### src/rtl/apb_master_if.sv
// rtl/apb_master_if.sv - command/response and APB signal bundle for apb_master
interface apb_master_if #(
   parameter int DATA_WIDTH = 32,
   parameter int ADDR_WIDTH = 16
);
   // command channel
   logic                  cmd_valid;
   logic                  cmd_ready;
   logic                  cmd_write;
   logic [ADDR_WIDTH-1:0] cmd_addr;
   logic [DATA_WIDTH-1:0] cmd_wdata;
   // response channel
   logic                  rsp_valid;
   logic                  rsp_ready;
   logic [DATA_WIDTH-1:0] rsp_rdata;
   logic                  rsp_err;
   // APB bus
   logic [3:0]            PSEL;
   logic                  PENABLE;
   logic [ADDR_WIDTH-1:0] PADDR;
   logic                  PWRITE;
   logic [DATA_WIDTH-1:0] PWDATA;
   logic                  PREADY;
   logic [DATA_WIDTH-1:0] PRDATA;
   // status
   logic                  busy;

   modport master (
      input  cmd_valid, cmd_write, cmd_addr, cmd_wdata, rsp_ready, PREADY, PRDATA,
      output cmd_ready, rsp_valid, rsp_rdata, rsp_err,
      output PSEL, PENABLE, PADDR, PWRITE, PWDATA, busy
   );

   modport slave (
      output cmd_valid, cmd_write, cmd_addr, cmd_wdata, rsp_ready, PREADY, PRDATA,
      input  cmd_ready, rsp_valid, rsp_rdata, rsp_err,
      input  PSEL, PENABLE, PADDR, PWRITE, PWDATA, busy
   );
endinterface

### src/rtl/apb_master.sv
// rtl/apb_master.sv - single-outstanding APB master with PREADY timeout
module apb_master #(
   parameter int DATA_WIDTH = 32,
   parameter int ADDR_WIDTH = 16,
   parameter int TIMEOUT    = 16
) (
   input  logic          PCLK_i,
   input  logic          PRESET_i,
   apb_master_if.master  bus
);

   localparam int CW = $clog2(TIMEOUT + 1);
   localparam logic [CW-1:0] CNT_LAST = CW'(TIMEOUT - 1);

   typedef enum logic [1:0] {
      S_IDLE   = 2'd0,
      S_SETUP  = 2'd1,
      S_ACCESS = 2'd2,
      S_RESP   = 2'd3
   } state_t;

   state_t                state_q;
   logic [3:0]            psel_q;
   logic                  penable_q;
   logic [ADDR_WIDTH-1:0] paddr_q;
   logic                  pwrite_q;
   logic [DATA_WIDTH-1:0] pwdata_q;
   logic                  rsp_valid_q;
   logic [DATA_WIDTH-1:0] rsp_rdata_q;
   logic                  rsp_err_q;
   logic                  busy_q;
   logic [CW-1:0]         cnt_q;

   // top two address bits pick one of four slaves
   function automatic logic [3:0] decode_sel(input logic [1:0] sel);
      return 4'b0001 << sel;
   endfunction

   // transfer sequencer: every APB and response output is a register written here
   always_ff @(posedge PCLK_i) begin
      if (PRESET_i) begin
         state_q     <= S_IDLE;
         psel_q      <= '0;
         penable_q   <= 1'b0;
         paddr_q     <= '0;
         pwrite_q    <= 1'b0;
         pwdata_q    <= '0;
         rsp_valid_q <= 1'b0;
         rsp_rdata_q <= '0;
         rsp_err_q   <= 1'b0;
         busy_q      <= 1'b0;
         cnt_q       <= '0;
      end else begin
         case (state_q)
            S_IDLE: begin
               if (bus.cmd_valid) begin
                  paddr_q   <= bus.cmd_addr;
                  pwrite_q  <= bus.cmd_write;
                  pwdata_q  <= bus.cmd_wdata;
                  psel_q    <= decode_sel(bus.cmd_addr[ADDR_WIDTH-1 -: 2]);
                  penable_q <= 1'b0;
                  busy_q    <= 1'b1;
                  state_q   <= S_SETUP;
               end
            end
            S_SETUP: begin
               // PREADY is deliberately not looked at during the setup phase
               penable_q <= 1'b1;
               cnt_q     <= '0;
               state_q   <= S_ACCESS;
            end
            S_ACCESS: begin
               // PREADY is checked first so a slave answering on the last allowed cycle still wins
               if (bus.PREADY) begin
                  psel_q      <= '0;
                  penable_q   <= 1'b0;
                  rsp_rdata_q <= pwrite_q ? '0 : bus.PRDATA;
                  rsp_err_q   <= 1'b0;
                  rsp_valid_q <= 1'b1;
                  state_q     <= S_RESP;
               end else if (cnt_q == CNT_LAST) begin
                  psel_q      <= '0;
                  penable_q   <= 1'b0;
                  rsp_rdata_q <= '0;
                  rsp_err_q   <= 1'b1;
                  rsp_valid_q <= 1'b1;
                  state_q     <= S_RESP;
               end else begin
                  cnt_q <= cnt_q + 1'b1;
               end
            end
            S_RESP: begin
               // response is parked until consumed; the next command waits for IDLE
               if (bus.rsp_ready) begin
                  rsp_valid_q <= 1'b0;
                  busy_q      <= 1'b0;
                  state_q     <= S_IDLE;
               end
            end
            default: begin
               state_q <= S_IDLE;
            end
         endcase
      end
   end

   assign bus.cmd_ready = (state_q == S_IDLE);
   assign bus.PSEL      = psel_q;
   assign bus.PENABLE   = penable_q;
   assign bus.PADDR     = paddr_q;
   assign bus.PWRITE    = pwrite_q;
   assign bus.PWDATA    = pwdata_q;
   assign bus.rsp_valid = rsp_valid_q;
   assign bus.rsp_rdata = rsp_rdata_q;
   assign bus.rsp_err   = rsp_err_q;
   assign bus.busy      = busy_q;

endmodule

### src/flat_wrapper.sv
// flat-port wrapper written by rule: the top's interface ports become plain ports
module apb_master_flat 
#(
   parameter int DATA_WIDTH = 32,
   parameter int ADDR_WIDTH = 16,
   parameter int TIMEOUT    = 16
)
  (PCLK_i, PRESET_i, bus_cmd_valid, bus_cmd_write, bus_cmd_addr, bus_cmd_wdata, bus_rsp_ready, bus_PREADY, bus_PRDATA, bus_cmd_ready, bus_rsp_valid, bus_rsp_rdata, bus_rsp_err, bus_PSEL, bus_PENABLE, bus_PADDR, bus_PWRITE, bus_PWDATA, bus_busy);
  apb_master_if #(.DATA_WIDTH(DATA_WIDTH), .ADDR_WIDTH(ADDR_WIDTH)) bus_i ();
  input  logic PCLK_i;
  input  logic PRESET_i;
  input wire logic [$bits(bus_i.cmd_valid)-1:0] bus_cmd_valid;
  input wire logic [$bits(bus_i.cmd_write)-1:0] bus_cmd_write;
  input wire logic [$bits(bus_i.cmd_addr)-1:0] bus_cmd_addr;
  input wire logic [$bits(bus_i.cmd_wdata)-1:0] bus_cmd_wdata;
  input wire logic [$bits(bus_i.rsp_ready)-1:0] bus_rsp_ready;
  input wire logic [$bits(bus_i.PREADY)-1:0] bus_PREADY;
  input wire logic [$bits(bus_i.PRDATA)-1:0] bus_PRDATA;
  output wire logic [$bits(bus_i.cmd_ready)-1:0] bus_cmd_ready;
  output wire logic [$bits(bus_i.rsp_valid)-1:0] bus_rsp_valid;
  output wire logic [$bits(bus_i.rsp_rdata)-1:0] bus_rsp_rdata;
  output wire logic [$bits(bus_i.rsp_err)-1:0] bus_rsp_err;
  output wire logic [$bits(bus_i.PSEL)-1:0] bus_PSEL;
  output wire logic [$bits(bus_i.PENABLE)-1:0] bus_PENABLE;
  output wire logic [$bits(bus_i.PADDR)-1:0] bus_PADDR;
  output wire logic [$bits(bus_i.PWRITE)-1:0] bus_PWRITE;
  output wire logic [$bits(bus_i.PWDATA)-1:0] bus_PWDATA;
  output wire logic [$bits(bus_i.busy)-1:0] bus_busy;
  assign bus_i.cmd_valid = bus_cmd_valid;
  assign bus_i.cmd_write = bus_cmd_write;
  assign bus_i.cmd_addr = bus_cmd_addr;
  assign bus_i.cmd_wdata = bus_cmd_wdata;
  assign bus_i.rsp_ready = bus_rsp_ready;
  assign bus_i.PREADY = bus_PREADY;
  assign bus_i.PRDATA = bus_PRDATA;
  assign bus_cmd_ready = bus_i.cmd_ready;
  assign bus_rsp_valid = bus_i.rsp_valid;
  assign bus_rsp_rdata = bus_i.rsp_rdata;
  assign bus_rsp_err = bus_i.rsp_err;
  assign bus_PSEL = bus_i.PSEL;
  assign bus_PENABLE = bus_i.PENABLE;
  assign bus_PADDR = bus_i.PADDR;
  assign bus_PWRITE = bus_i.PWRITE;
  assign bus_PWDATA = bus_i.PWDATA;
  assign bus_busy = bus_i.busy;
  apb_master #(.DATA_WIDTH(DATA_WIDTH), .ADDR_WIDTH(ADDR_WIDTH), .TIMEOUT(TIMEOUT)) u_core (.PCLK_i(PCLK_i), .PRESET_i(PRESET_i), .bus(bus_i));
endmodule
### config.mk
export PLATFORM = sky130hd
export DESIGN_NAME = apb_master_flat
export DESIGN_NICKNAME = d
export VERILOG_FILES = /design/src/rtl/apb_master_if.sv /design/src/rtl/apb_master.sv /design/src/flat_wrapper.sv
export SDC_FILE = /design/constraint.sdc
export NUM_CORES = 1
export LEC_CHECK = 0
export CAP_MARGIN = 20
export CORE_MARGIN = 5
export CORE_UTILIZATION = 40
export DETAILED_ROUTE_END_ITERATION = 12
export GPL_ROUTABILITY_DRIVEN = 0
export PLACE_DENSITY = 0.79
export SYNTH_ARGS = -nofsm -noshare
export SYNTH_HDL_FRONTEND = slang
export SYNTH_SLANG_ARGS = --single-unit
### constraint.sdc
create_clock -name PCLK_i -period 2.35 [get_ports PCLK_i]
set_input_delay 0.47 -clock PCLK_i [delete_from_list [all_inputs] [get_ports PCLK_i]]
set_output_delay 0.47 -clock PCLK_i [all_outputs]
set_load 0.03 [all_outputs]
==> metrics.cfg <==
[pwr]
leakage_nw = 1.99
power_frac_comb_pct = 37.1
finalPower_w = 0.00474
seqPwrFrac_pct = 41.6
p_clk_share_pct = 21.3
p_sw_w = 0.00173
swShare_pct = 36.5
power_density_nw_per_um2 = 845
internal_power_w = 0.00301
max-vdd-ir-drop_uv = 471

[synth]
ys_warn_count = 0
syn-cell-area_um2 = 3590
yosysUniqueCellTypes = 32
yosysMostFrequentCell = nand2_1
yosysTopAreaCell = dfxtp_1
ys_ff_latch = 96
synth_common_cells = 136 x nand2_1, 96 x dfxtp_1, 92 x a21oi_1
synth_ff_type = dfxtp_1
async_flop_share_pct = 0
ys_seq_area_share_pct = 53.5
synth_edf_count = 0
syn-num-nets = 537
syn-instance-count = 444
avgSynthCellArea_um2 = 8.09
synth_area_leaders = dfxtp_1 53%, nand2_1 14%, a21oi_1 13%
yosysTopAreaCellShare_pct = 53.5

[setup_path]
rr_worst_depth = 5
start_kind = register
crit_start = u_core.state_q[0]
cp_max_fo = 6
cp_cell_sequence = inv_1 > ha_1 > dlygate4sd2_1
cp-end-kind = primary output
crit_cells = 3
max_stage_delay_ns = 0.44
crit_slowest_cell = dlygate4sd2_1
crit_arrival_ns = 1.58
worst-path-buf-inv = 2
crit_family = buffers and inverters
crit_required_ns = 1.88
crit_type = register to primary output
worstReg2RegStart = u_core.state_q[0]

[clocking]
cts_root_buf = clkbuf_8
cts_num_sinks = 96
postCtsSetupBuffers = 0
h-tree-depth = 3
worstSkewPairLatency_ns = 0.35
cts_inserted_buffers = 9
cts_hold_buf = 0
cts_tree = done
path_clk_slew_ns = 0.09
ctsResizeCount = 1
cts_max_path_buffers = 2

[drt]
via_count = 3577
wl_per_cell_um = 15.4
top_layer = met4
drcViolationCount = 0
wl_met1_um = 4580
drt-initial-drc-count = 147
met3_length_um = 639
ant_nets = 0
wl_met2_um = 5800
vias_per_cell = 4.97
firstDrtPassIters = 4
wl_um = 11100

[timing]
post-route-min-period_ns = 2.05
fmax_mhz = 489
tns_ns = 0
rsz0062_at_grt = no
skew_ns = 0.00867
finalHoldWorstSlack_ns = 0.455
finalMaxSlewViolations = 0
finalSetupViolCount = 0
maxSlewHeadroom_pct = 64.9
fin_crit_sh_pct = 87.0
hold_viol_final = 0
worstMarginPinSlew_ns = 0.511

[floorplanning]
core-area_um2 = 8720
die_area_um2 = 11000
io_pins = 176
die_w_um = 105
initial_utilization_pct = 41.2
rows = 34
die_h_um = 105

[cells_and_area]
drive_gt1_share_pct = 4.75
seq_area_um2 = 1920
antennaDiodeCount = 0
multi_input_area_um2 = 1520
fillers = 738
synthToLayoutAreaGrowth_pct = 56.1
postLayoutCoreUtil_pct = 64.3
nNetsFinal = 699

[global_routing]
track_usage_pct = 19.6
grt_first_pass_wirelength_um = 17700
grt_pass1_vias = 3470
antenna_found_initial = 0
grt_max_degree = 50
grt-ovfl-total = 0

[flow_run]
max-cap-violations = 0

[min_path]
hold_path.class = register to register
hold_start = u_core.bus.rsp_rdata[29]
whs_path_depth = 2

[place]
port_buffers = 175
place_hpwl_um = 7970

[status]
outcome = completed

## area by class of cell
class / instances / area share (%)
sequential: 96 / 34.3
timing repair buffer: 184 / 32.5
multi-input combinational: 308 / 27.0
clock buffer: 12 / 2.77
tap: 108 / 2.41
clock inverter: 4 / 0.513
inverter: 7 / 0.468
## cells by family after synthesis
kind of cell / Yosys count / synth area share, %
AOI/OAI and AO/OA: 108 / 15.8
xor gates and xnor gates: 1 / 0.244
adders and majority gates: 7 / 2.44
buffers and inverters: 40 / 4.53
DFF: 96 / 53.5
muxes: 3 / 0.836
and+or+nand+nor: 189 / 22.7
## sequential cells by signal, indices dropped and copies added, names as in the netlist
register,flops
u_core.bus.rsp_err,1
u_core.bus.PSEL,4
u_core.cnt_q,5
u_core.bus.PENABLE,1
u_core.bus.PWRITE,1
u_core.state_q,2
u_core.bus.rsp_rdata,32
u_core.bus.rsp_valid,1
u_core.bus.busy,1
u_core.bus.PADDR,16
u_core.bus.PWDATA,32
## path summary, 6_finish.rpt
| kind | to | slack [ns] |
|---|---|---|
| setup / recovery | bus_cmd_ready | 0.30 |
| hold / removal | u_core.bus.rsp_rdata[29] | 0.45 |
| setup reg to reg | u_core.bus.PSEL[2] | 0.38 |
| hold reg to reg | u_core.bus.rsp_rdata[29] | 0.45 |
## per-layer routing
metal / vias to the layer above / track usage, %
met1: 1665 / 22.6
met5: - / 0
met3: 8 / 5.55
li1: 1797 / -
met4: 0 / 4.11
met2: 107 / 35.8
## worst min-delay path, stage by stage, from the launching register on
cell	delay (ns)
dfxtp_1	0.32
nand2_1	0.05
a21oi_1	0.05
## placed cells by master (no fill, tap or decap), drive strengths merged, types with 2 or more instances in the layout
master         count
a21oi             92
nor2b              2
dfxtp             96
clkbuf            12
clkinvlp           2
nand2b             4
or4b               2
nand2            136
ha                 7
and3               2
nand3             36
inv                7
buf               10
clkdlybuf4s50    173
clkinv             2
o21ai              7
mux2i              3
a211oi             2
## power groups by stage
stage                     combinational, W  sequential, W  clock [W]
after global placement             0.00174        0.00199          0
after CTS                          0.00178        0.00197    0.00104
after floorplan                   0.000607        0.00241          0
final                              0.00176        0.00197    0.00101
after global routing               0.00190        0.00200    0.00111
after detailed placement           0.00178        0.00201          0
## metrics by stage
stage                     area (um^2)  std cells  setup WS (ns)
after global routing             5610        719          0.209
after global placement           5430        703          0.432
after CTS                        5610        719          0.280
after floorplan                  3590        444          0.609
after detailed placement         5430        703          0.369
final                            5610        719          0.305
Note: power is estimated with default switching activity, not from simulation.
